===== src/rtl/dmio_arbiter_if.sv =====
// Two-requester bus into the data-memory/IO arbiter
// plus the arbiter's side of the memory block.
interface dmio_arbiter_if;
  logic        req0;
  logic        we0;
  logic [63:0] addr0;
  logic [63:0] wdata0;
  logic        gnt0;
  logic        rvalid0;
  logic [63:0] rdata0;
  logic        req1;
  logic        we1;
  logic [63:0] addr1;
  logic [63:0] wdata1;
  logic        gnt1;
  logic        rvalid1;
  logic [63:0] rdata1;
  logic [63:0] mem_addr;
  logic [63:0] mem_wdata;
  logic        mem_wr;
  logic [63:0] mem_rdata;
  logic        busy;

  modport slave (
    input  req0, we0, addr0, wdata0,
    input  req1, we1, addr1, wdata1,
    input  mem_rdata,
    output gnt0, rvalid0, rdata0,
    output gnt1, rvalid1, rdata1,
    output mem_addr, mem_wdata, mem_wr,
    output busy
  );

  modport master (
    output req0, we0, addr0, wdata0,
    output req1, we1, addr1, wdata1,
    output mem_rdata,
    input  gnt0, rvalid0, rdata0,
    input  gnt1, rvalid1, rdata1,
    input  mem_addr, mem_wdata, mem_wr,
    input  busy
  );
endinterface


===== src/rtl/dmio_arbiter.sv =====
// Two-port arbiter for the shared data-memory/IO block:
// CPU LSU on port 0, debug/program loader on port 1.
module dmio_arbiter #(
  parameter bit FIXED_PRIO   = 1'b0,
  parameter bit LOADER_IO_EN = 1'b1
) (
  input logic           clk,
  input logic           rst_n,
  dmio_arbiter_if.slave bus
);

  typedef enum logic [1:0] {
    IDLE,
    ACCESS,
    RESP
  } state_e;

  state_e      state_q, state_d;
  logic        last_q, last_d;
  logic        port_q, port_d;
  logic        we_q, we_d;
  logic [63:0] addr_q, addr_d;
  logic [63:0] wdata_q, wdata_d;
  logic [63:0] rdata0_q, rdata0_d;
  logic [63:0] rdata1_q, rdata1_d;
  logic        win;
  logic        io_block;

  // port 1 wins when alone, or on a round-robin tie after port 0
  assign win = (bus.req1 && !bus.req0)
            || (bus.req1 && bus.req0
                && !FIXED_PRIO && !last_q);

  assign io_block = port_q && !LOADER_IO_EN
                 && addr_q[12];

  always_comb begin
    state_d  = state_q;
    last_d   = last_q;
    port_d   = port_q;
    we_d     = we_q;
    addr_d   = addr_q;
    wdata_d  = wdata_q;
    rdata0_d = rdata0_q;
    rdata1_d = rdata1_q;
    unique case (state_q)
      IDLE: begin
        if (bus.req0 || bus.req1) begin
          state_d = ACCESS;
          last_d  = win;
          port_d  = win;
          we_d    = win ? bus.we1 : bus.we0;
          addr_d  = win ? bus.addr1 : bus.addr0;
          wdata_d = win ? bus.wdata1 : bus.wdata0;
        end
      end
      ACCESS: begin
        state_d = RESP;
        if (!we_q && port_q)
          rdata1_d = bus.mem_rdata;
        if (!we_q && !port_q)
          rdata0_d = bus.mem_rdata;
      end
      RESP: state_d = IDLE;
      default: state_d = IDLE;
    endcase
  end

  always_ff @(posedge clk) begin
    if (!rst_n) begin
      state_q  <= IDLE;
      last_q   <= 1'b1;
      port_q   <= 1'b0;
      we_q     <= 1'b0;
      addr_q   <= '0;
      wdata_q  <= '0;
      rdata0_q <= '0;
      rdata1_q <= '0;
    end else begin
      state_q  <= state_d;
      last_q   <= last_d;
      port_q   <= port_d;
      we_q     <= we_d;
      addr_q   <= addr_d;
      wdata_q  <= wdata_d;
      rdata0_q <= rdata0_d;
      rdata1_q <= rdata1_d;
    end
  end

  // rst_n gate keeps a reset during ACCESS from landing the write
  assign bus.mem_wr = rst_n && (state_q == ACCESS)
                   && we_q && !io_block;

  assign bus.mem_addr  = addr_q;
  assign bus.mem_wdata = wdata_q;
  assign bus.gnt0      = (state_q == ACCESS) && !port_q;
  assign bus.gnt1      = (state_q == ACCESS) && port_q;
  assign bus.rvalid0   = (state_q == RESP) && !we_q
                      && !port_q;
  assign bus.rvalid1   = (state_q == RESP) && !we_q
                      && port_q;
  assign bus.rdata0    = rdata0_q;
  assign bus.rdata1    = rdata1_q;
  assign bus.busy      = (state_q != IDLE);

endmodule


===== src/flat_wrapper.sv =====
// flat-port wrapper written by rule: the top's interface ports become plain ports
module dmio_arbiter_flat 
#(
  parameter bit FIXED_PRIO   = 1'b0,
  parameter bit LOADER_IO_EN = 1'b1
)
  (clk, rst_n, bus_req0, bus_we0, bus_addr0, bus_wdata0, bus_req1, bus_we1, bus_addr1, bus_wdata1, bus_mem_rdata, bus_gnt0, bus_rvalid0, bus_rdata0, bus_gnt1, bus_rvalid1, bus_rdata1, bus_mem_addr, bus_mem_wdata, bus_mem_wr, bus_busy);
  dmio_arbiter_if bus_i ();
  input logic clk;
  input logic rst_n;
  input wire logic [$bits(bus_i.req0)-1:0] bus_req0;
  input wire logic [$bits(bus_i.we0)-1:0] bus_we0;
  input wire logic [$bits(bus_i.addr0)-1:0] bus_addr0;
  input wire logic [$bits(bus_i.wdata0)-1:0] bus_wdata0;
  input wire logic [$bits(bus_i.req1)-1:0] bus_req1;
  input wire logic [$bits(bus_i.we1)-1:0] bus_we1;
  input wire logic [$bits(bus_i.addr1)-1:0] bus_addr1;
  input wire logic [$bits(bus_i.wdata1)-1:0] bus_wdata1;
  input wire logic [$bits(bus_i.mem_rdata)-1:0] bus_mem_rdata;
  output wire logic [$bits(bus_i.gnt0)-1:0] bus_gnt0;
  output wire logic [$bits(bus_i.rvalid0)-1:0] bus_rvalid0;
  output wire logic [$bits(bus_i.rdata0)-1:0] bus_rdata0;
  output wire logic [$bits(bus_i.gnt1)-1:0] bus_gnt1;
  output wire logic [$bits(bus_i.rvalid1)-1:0] bus_rvalid1;
  output wire logic [$bits(bus_i.rdata1)-1:0] bus_rdata1;
  output wire logic [$bits(bus_i.mem_addr)-1:0] bus_mem_addr;
  output wire logic [$bits(bus_i.mem_wdata)-1:0] bus_mem_wdata;
  output wire logic [$bits(bus_i.mem_wr)-1:0] bus_mem_wr;
  output wire logic [$bits(bus_i.busy)-1:0] bus_busy;
  assign bus_i.req0 = bus_req0;
  assign bus_i.we0 = bus_we0;
  assign bus_i.addr0 = bus_addr0;
  assign bus_i.wdata0 = bus_wdata0;
  assign bus_i.req1 = bus_req1;
  assign bus_i.we1 = bus_we1;
  assign bus_i.addr1 = bus_addr1;
  assign bus_i.wdata1 = bus_wdata1;
  assign bus_i.mem_rdata = bus_mem_rdata;
  assign bus_gnt0 = bus_i.gnt0;
  assign bus_rvalid0 = bus_i.rvalid0;
  assign bus_rdata0 = bus_i.rdata0;
  assign bus_gnt1 = bus_i.gnt1;
  assign bus_rvalid1 = bus_i.rvalid1;
  assign bus_rdata1 = bus_i.rdata1;
  assign bus_mem_addr = bus_i.mem_addr;
  assign bus_mem_wdata = bus_i.mem_wdata;
  assign bus_mem_wr = bus_i.mem_wr;
  assign bus_busy = bus_i.busy;
  dmio_arbiter #(.FIXED_PRIO(FIXED_PRIO), .LOADER_IO_EN(LOADER_IO_EN)) u_core (.clk(clk), .rst_n(rst_n), .bus(bus_i));
endmodule

===== config.mk =====
export PLATFORM = sky130hd
export DESIGN_NAME = dmio_arbiter_flat
export DESIGN_NICKNAME = d
export VERILOG_FILES = /design/src/rtl/dmio_arbiter_if.sv /design/src/rtl/dmio_arbiter.sv /design/src/flat_wrapper.sv
export SDC_FILE = /design/constraint.sdc
export NUM_CORES = 1
export LEC_CHECK = 0
export ABC_AREA = 1
export CAP_MARGIN = 20
export CORE_AREA = 2 2 231 233
export CTS_CLUSTER_SIZE = 16
export DETAILED_ROUTE_END_ITERATION = 8
export DIE_AREA = 0 0 233 235
export PLACE_DENSITY = 0.55
export SETUP_SLACK_MARGIN = 0.05
export SYNTH_ARGS = -nofsm -noshare
export SYNTH_HDL_FRONTEND = slang
export SYNTH_SLANG_ARGS = --single-unit

===== constraint.sdc =====
create_clock -name clk -period 1.62 [get_ports clk]
set_input_delay 0.324 -clock clk [delete_from_list [all_inputs] [get_ports clk]]
set_output_delay 0.324 -clock clk [all_outputs]
set_load 0.01 [all_outputs]

==> flow_metrics.tcl, run 1 <==
set metrics [dict create \
    h-tree-depth 2 \
    grt_antenna_before_repair 5 \
    root_buffer "clkbuf_16" \
    grt_max_degree 164 \
    clkSlewWorstSetupHoldPaths_ns 0.05 \
    synth_compound_area_share_pct 10.0 \
    cts_buffers 34 \
    setup_viol_count_final 5 \
    clk_latency_ns 0.53 \
    fp.coreArea_mm2 0.0522 \
    drive_gt1_share_pct 7.99 \
    timing.fmax_mhz 610 \
    drt_iter0_drc 475 \
    fin_ws_ns -0.0197 \
    vias_per_cell 4.27 \
    synth_top_family_by_area "simple AND/OR/NAND/NOR gates" \
    design.die.area_mm2 0.0548 \
    cp_max_fo 3 \
    synth_fa_ha_area_share_pct 0 \
    dr.pass1.iters 4 \
    violations "negative setup slack" \
    cts_buffer_depth 3 \
    numPortBuffers 587 \
    initial_utilization_pct 24.8 \
    startpoint_type "flip-flop" \
    cp.required_ns 1.30 \
    fin_crit_sh_pct 101 \
    syn_area_mm2 0.0130 \
    vias 14269 \
    power_density_mw_per_mm2 953 \
    synth_mux_area_share_pct 0 \
    slew_headroom_pct 41.4 \
    dieHeight_um 235 \
    globalRouteTotalUtil_pct 17.3 \
    fin_worst_skew_ns 0.0136 \
    ys_seq_elements 261 \
    crit_arrival_ns 1.32 \
    overflow 0 \
    die_w_um 233 \
    vdd_drop_max_uv 623 \
    areaGrowthSynthToFinish_pct 64.5 \
    nFillCells 5536 \
    cts_tree "yes" \
    period_needed_ns 1.64 \
    endpoint_kind "output port" \
    whs_ns 0.206 \
    synth_xor_area_share_pct 0 \
    synth-simple-area-share_pct 38.0 \
    ys.warnings.count 0 \
    rsz0062_at_grt "yes" \
    hold_violations 0 \
    grt_pass1_wl_mm 74.9 \
    grt_pass1_vias 13704 \
    num_rows 84 \
    remaining_drc_errors 0 \
    hpwlAfterDp_mm 37.5 \
    p_leak_nw 10.4 \
    avgSynthCellArea_um2 6.30 \
    hold_path_class "primary input to flip-flop" \
    tightest_slew_ns 0.879 \
    cts.sinks 261 \
    gp_congestion 0.866 \
    syn_nets 2383 \
    drv_slew 0 \
    ant_nets 0 \
    status "complete, but fails checks" \
    ios 588 \
    criticalPathCategory "flip-flop to output port" \
    layout.nets 2957 \
    maxCapViolCount 0 \
    synth_cell_types 16 \
    finalPower_mw 20.3 \
    routed_wl_mm 50.6 \
    syn_inst 2057 \
    wl_per_cell_um 15.1 \
    seq_area_frac_synth_pct 40.3 \
]
==> what timing repair did <==
action                     4_1_cts  5_1_grt
setup buffers                    2        7
gates cloned                     0        7
pin swaps                        5       10
setup endpoints to repair      316      200
resized for setup              333       50
hold endpoints to repair         0        0
hold buffers                     0        0
==> power breakdown <==
group	leakage, nW	switching (mW)	internal (mW)
Combinational	7.76	2.81	2.70
Sequential	2.15	0.316	7.02
Clock	0.542	2.91	4.58
Total	10.4	6.04	14.3
==> synth_stat cells <==
cell type,n,area [µm²]
nand2_2,2,12.5
buf_1,9,33.8
buf_2,99,495
a21boi_0,99,743
a21oi_1,66,330
nor3_1,1,5.00
nand2_1,586,2200
inv_1,198,743
inv_2,2,7.51
buf_4,15,113
dfxtp_1,261,5230
nor2_2,1,6.26
nand3_1,195,976
clkbuf_1,33,124
a21boi_1,30,225
nor2_1,460,1730
==> sequential cells by signal, summed over array words and instances, names as in the netlist <==
name	cells
u_core.last_q	1
u_core.state_q	2
u_core.bus.rdata0	64
u_core.bus.rdata1	64
u_core.bus.mem_addr	64
u_core.bus.mem_wdata	64
u_core.we_q	1
u_core.port_q	1
==> metal layers <==
metal / track usage, % / part of all wire (%)
met3: 6.52 / 9.2
met4: 5.48 / 2.7
met2: 30.2 / 48
met1: 19.2 / 40
met5: 0 / 0.059
==> metrics by stage <==
step / cell area [µm²] / util, % / instances / worst slack, ns / setup TNS (ns)
floorplan: 13000 / - / 2057 / 0.284 / 0
global placement: 20100 / 38.5 / 3268 / -0.317 / -26.17
detailed placement: 20100 / 38.5 / 3268 / -0.348 / -28.01
CTS: 21000 / 40.2 / 3329 / -0.0887 / -0.691
global route: 21300 / 40.8 / 3345 / -0.0969 / -0.470
finish: 21300 / 40.8 / 3345 / -0.0197 / -0.0491
==> cell families after synthesis <==
kind of cell    after synthesis
compound gates              195
flops                       261
simple gates               1245
buf+inv                     356
==> placed cells by master (no fill, tap or decap), types with 11 or more instances in the layout <==
cell type / instances
a21boi_0: 99
a21boi_1: 30
a21oi_1: 66
buf_12: 38
buf_4: 57
buf_6: 12
clkbuf_16: 41
clkbuf_8: 11
clkdlybuf4s15_1: 13
clkdlybuf4s50_1: 323
dfxtp_1: 256
dlygate4sd2_1: 234
inv_1: 195
nand2_1: 581
nand3_1: 194
nor2_1: 441
nor2_2: 13
==> path summary, 6_finish.rpt <==
check,start,end,slack [ns],cells past startpoint
max reg2reg,u_core.state_q[1]$_SDFFE_PN0P_,u_core.bus.mem_wdata[54]$_SDFFE_PN0P_,0.08,10
min,rst_n,u_core.state_q[0]$_SDFFE_PN0P_,0.21,4
max,u_core.state_q[0]$_SDFFE_PN0P_,bus_rvalid1,-0.02,4
min reg2reg,u_core.bus.rdata0[51]$_SDFFE_PN0P_,u_core.bus.rdata0[51]$_SDFFE_PN0P_,0.47,2
==> area by class of cell <==
type	count	area (µm²)	area share [%]
antenna	3	7.51	0.0352
tap	688	861	4.04
clock inverter	4	52.6	0.246
clock buffer	55	1050	4.93
timing repair buffer	694	6980	32.7
inverter	200	763	3.58
sequential	261	5240	24.6
multi-input combinational	1440	6370	29.9
==> worst max-delay path: stages (launching register included) <==
cell and delay [ns]:
dfxtp_4 0.37, inv_4 0.07, nand3_4 0.09, nor2_4 0.14, buf_6 0.12
Note: power is estimated with default switching activity, not from simulation.
==> inputs of run 2 (changes only) <==
--- a/config.mk
+++ b/config.mk
@@ -11,6 +11,7 @@
 export CTS_CLUSTER_SIZE = 16
 export DETAILED_ROUTE_END_ITERATION = 8
 export DIE_AREA = 0 0 233 235
+export HOLD_SLACK_MARGIN = 0.1
 export PLACE_DENSITY = 0.55
 export SETUP_SLACK_MARGIN = 0.05
 export SYNTH_ARGS = -nofsm -noshare
==> results of run 2 <==
Same layout as run 1: the final DEF is identical, and so are final timing and power.
==> inputs of run 3 (changes only) <==
--- a/config.mk
+++ b/config.mk
@@ -8,12 +8,13 @@
 export ABC_AREA = 1
 export CAP_MARGIN = 20
 export CORE_AREA = 2 2 231 233
-export CTS_CLUSTER_SIZE = 16
 export DETAILED_ROUTE_END_ITERATION = 8
 export DIE_AREA = 0 0 233 235
 export HOLD_SLACK_MARGIN = 0.1
 export PLACE_DENSITY = 0.55
 export SETUP_SLACK_MARGIN = 0.05
+export SKIP_LAST_GASP = 1
 export SYNTH_ARGS = -nofsm -noshare
 export SYNTH_HDL_FRONTEND = slang
 export SYNTH_SLANG_ARGS = --single-unit
+export TNS_END_PERCENT = 5
==> run 3 against run 2 <==
Compared with the run above: the flow still finishes with violations (negative setup slack); largest cell class unchanged; power rose by 0.74%; die area did not move; fmax down 8.5%; critical endpoint is now bus_mem_wdata[18]; utilization rose by 0.067 points; clock-buffer cell count stayed put; flip-flop and latch count is the same.
==> flow_metrics.tcl, run 3 (synthesized netlist as in run 1, its figures left out) <==
set metrics [dict create \
    cts_tree "yes" \
    hp-start "rst_n" \
    crit-reg2reg-launch "u_core.state_q[1]$_SDFFE_PN0P_" \
    p_comb_share_pct 27.5 \
    grt_pass1_vias 13735 \
    fin_worst_skew_ns 0.0145 \
    final_common_cell "nand2_1" \
    worstPathBufferInverterCount 1 \
    crit_chain "clkdlybuf4s50_1" \
    cp_max_fo 2 \
    drv_slew 0 \
    crit_path_max_incr_delay_ns 0.58 \
    power.switching_mw 5.98 \
    crit_arrival_ns 1.47 \
    grt_antenna_before_repair 5 \
    dieHeight_um 235 \
    ant_nets 0 \
    vias_per_cell 4.27 \
    hold_path_class "primary input to flip-flop" \
    timing.fmax_mhz 558 \
    setup_viol_count_final 227 \
    wl_per_cell_um 14.9 \
    drive_gt1_share_pct 6.70 \
    dp.cells 3268 \
    nFillCells 5488 \
    period_needed_ns 1.79 \
    sequentialPowerShare_pct 35.9 \
    drt_iter0_drc 476 \
    slew_headroom_pct 41.0 \
    clkSlewWorstSetupHoldPaths_ns 0.06 \
    swShare_pct 29.2 \
    numPortBuffers 587 \
    cts_buffers 34 \
    die_w_um 233 \
    fin_crit_sh_pct 111 \
    hpwlAfterDp_mm 37.5 \
    crit_start "u_core.bus.mem_wdata[18]$_SDFFE_PN0P_" \
    grt_pass1_wl_mm 75.0 \
    grt_max_degree 164 \
    globalRouteTotalUtil_pct 17.3 \
    design.die.area_mm2 0.0548 \
    p_int_mw 14.5 \
    layout_common_cells "nand2_1 (584), clkdlybuf4s50_1 (545), nor2_1 (454)" \
    criticalPathCategory "flip-flop to output port" \
    p_leak_nw 9.72 \
    cpMaxStageDelayCell "clkdlybuf4s50_1" \
    fp.coreArea_mm2 0.0522 \
    power_density_mw_per_mm2 959 \
    clk_latency_ns 0.53 \
    dpl_cell_area_mm2 0.0201 \
    cts.sinks 261 \
    clockPowerShare_pct 36.6 \
    remaining_drc_errors 0 \
    initial_utilization_pct 24.8 \
    h-tree-depth 2 \
    routed_wl_mm 49.6 \
    layout.nets 2944 \
    gp_congestion 0.866 \
    finalNonFillerCells 3332 \
    num_rows 84 \
    maxCapViolCount 0 \
    endpoint_kind "output port" \
    vias 14224 \
    crit_family "buffers and inverters" \
    tightest_slew_ns 0.886 \
    root_buffer "clkbuf_16" \
    areaGrowthSynthToFinish_pct 64.8 \
    cp.required_ns 1.30 \
    vdd_drop_max_uv 632 \
    startpoint_type "flip-flop" \
    ios 588 \
    dr.pass1.iters 6 \
    design_area_mm2 0.0214 \
    violations "negative setup slack" \
    fin_ws_ns -0.172 \
    cts_buffer_depth 3 \
    rsz0062_at_grt "yes" \
    overflow 0 \
    hold_violations 0 \
    status "complete, but fails checks" \
]
-- run 3: routing by layer --
| layer | routed length [µm] | global-route usage (%) |
|---|---|---|
| met5 | 30 | 0 |
| met2 | 23600 | 30.1 |
| met1 | 19900 | 19.2 |
| met4 | 1340 | 5.52 |
| met3 | 4700 | 6.59 |
-- run 3: cell type report --
type | count | area (µm²) | share of cell area, %
Antenna cell | 3 | 7.51 | 0.0351
Clock buffer | 55 | 1050 | 4.92
Clock inverter | 4 | 52.6 | 0.246
Inverter | 200 | 757 | 3.54
Multi-Input combinational cell | 1440 | 6310 | 29.5
Sequential cell | 261 | 5240 | 24.5
Tap cell | 688 | 861 | 4.03
Timing Repair Buffer | 681 | 7090 | 33.2
-- run 3: through the flow --
stage,setup TNS [ns],util (%),setup WS [ns],total power [mW],hold slack [ns]
6_report,-24.41,40.9,-0.172,20.5,0.191
5_1_grt,-44.18,40.9,-0.217,21.7,0.174
4_1_cts,-40.21,40.8,-0.220,20.9,0.156
3_5_place_dp,-28.01,38.5,-0.348,13.2,0.467
3_3_place_gp,-26.17,38.5,-0.317,13.1,0.462
2_1_floorplan,0,-,0.284,10.0,0.464
-- run 3: power groups by stage --
| stage | Clock (mW) | Combinational, mW | Sequential [mW] |
|---|---|---|---|
| 6_report | 7.50 | 5.64 | 7.35 |
| 5_1_grt | 8.07 | 6.23 | 7.41 |
| 4_1_cts | 7.79 | 5.74 | 7.36 |
| 3_5_place_dp | 0 | 5.71 | 7.48 |
| 3_3_place_gp | 0 | 5.68 | 7.46 |
| 2_1_floorplan | 0 | 2.34 | 7.71 |
-- run 3: worst paths after layout --
kind,endpoint,slack (ns),depth (start not counted)
setup reg to reg,u_core.bus.mem_wdata[49]$_SDFFE_PN0P_,0.01,8
setup / recovery,bus_mem_wdata[18],-0.17,1
hold reg to reg,u_core.bus.rdata0[51]$_SDFFE_PN0P_,0.48,2
hold / removal,u_core.state_q[1]$_SDFFE_PN0P_,0.19,4
-- run 3: tightest hold or removal path, stage by stage --
cell and delay (ns):
clkbuf_8 0.11, inv_1 0.08, buf_4 0.12, nor2_1 0.04
-- run 3: repair_timing --
item	4_1_cts	5_1_grt
resized for setup	81	21
pin swaps	5	0
hold buffers	0	0
buffers inserted	2	0
setup endpoints to repair	311	424
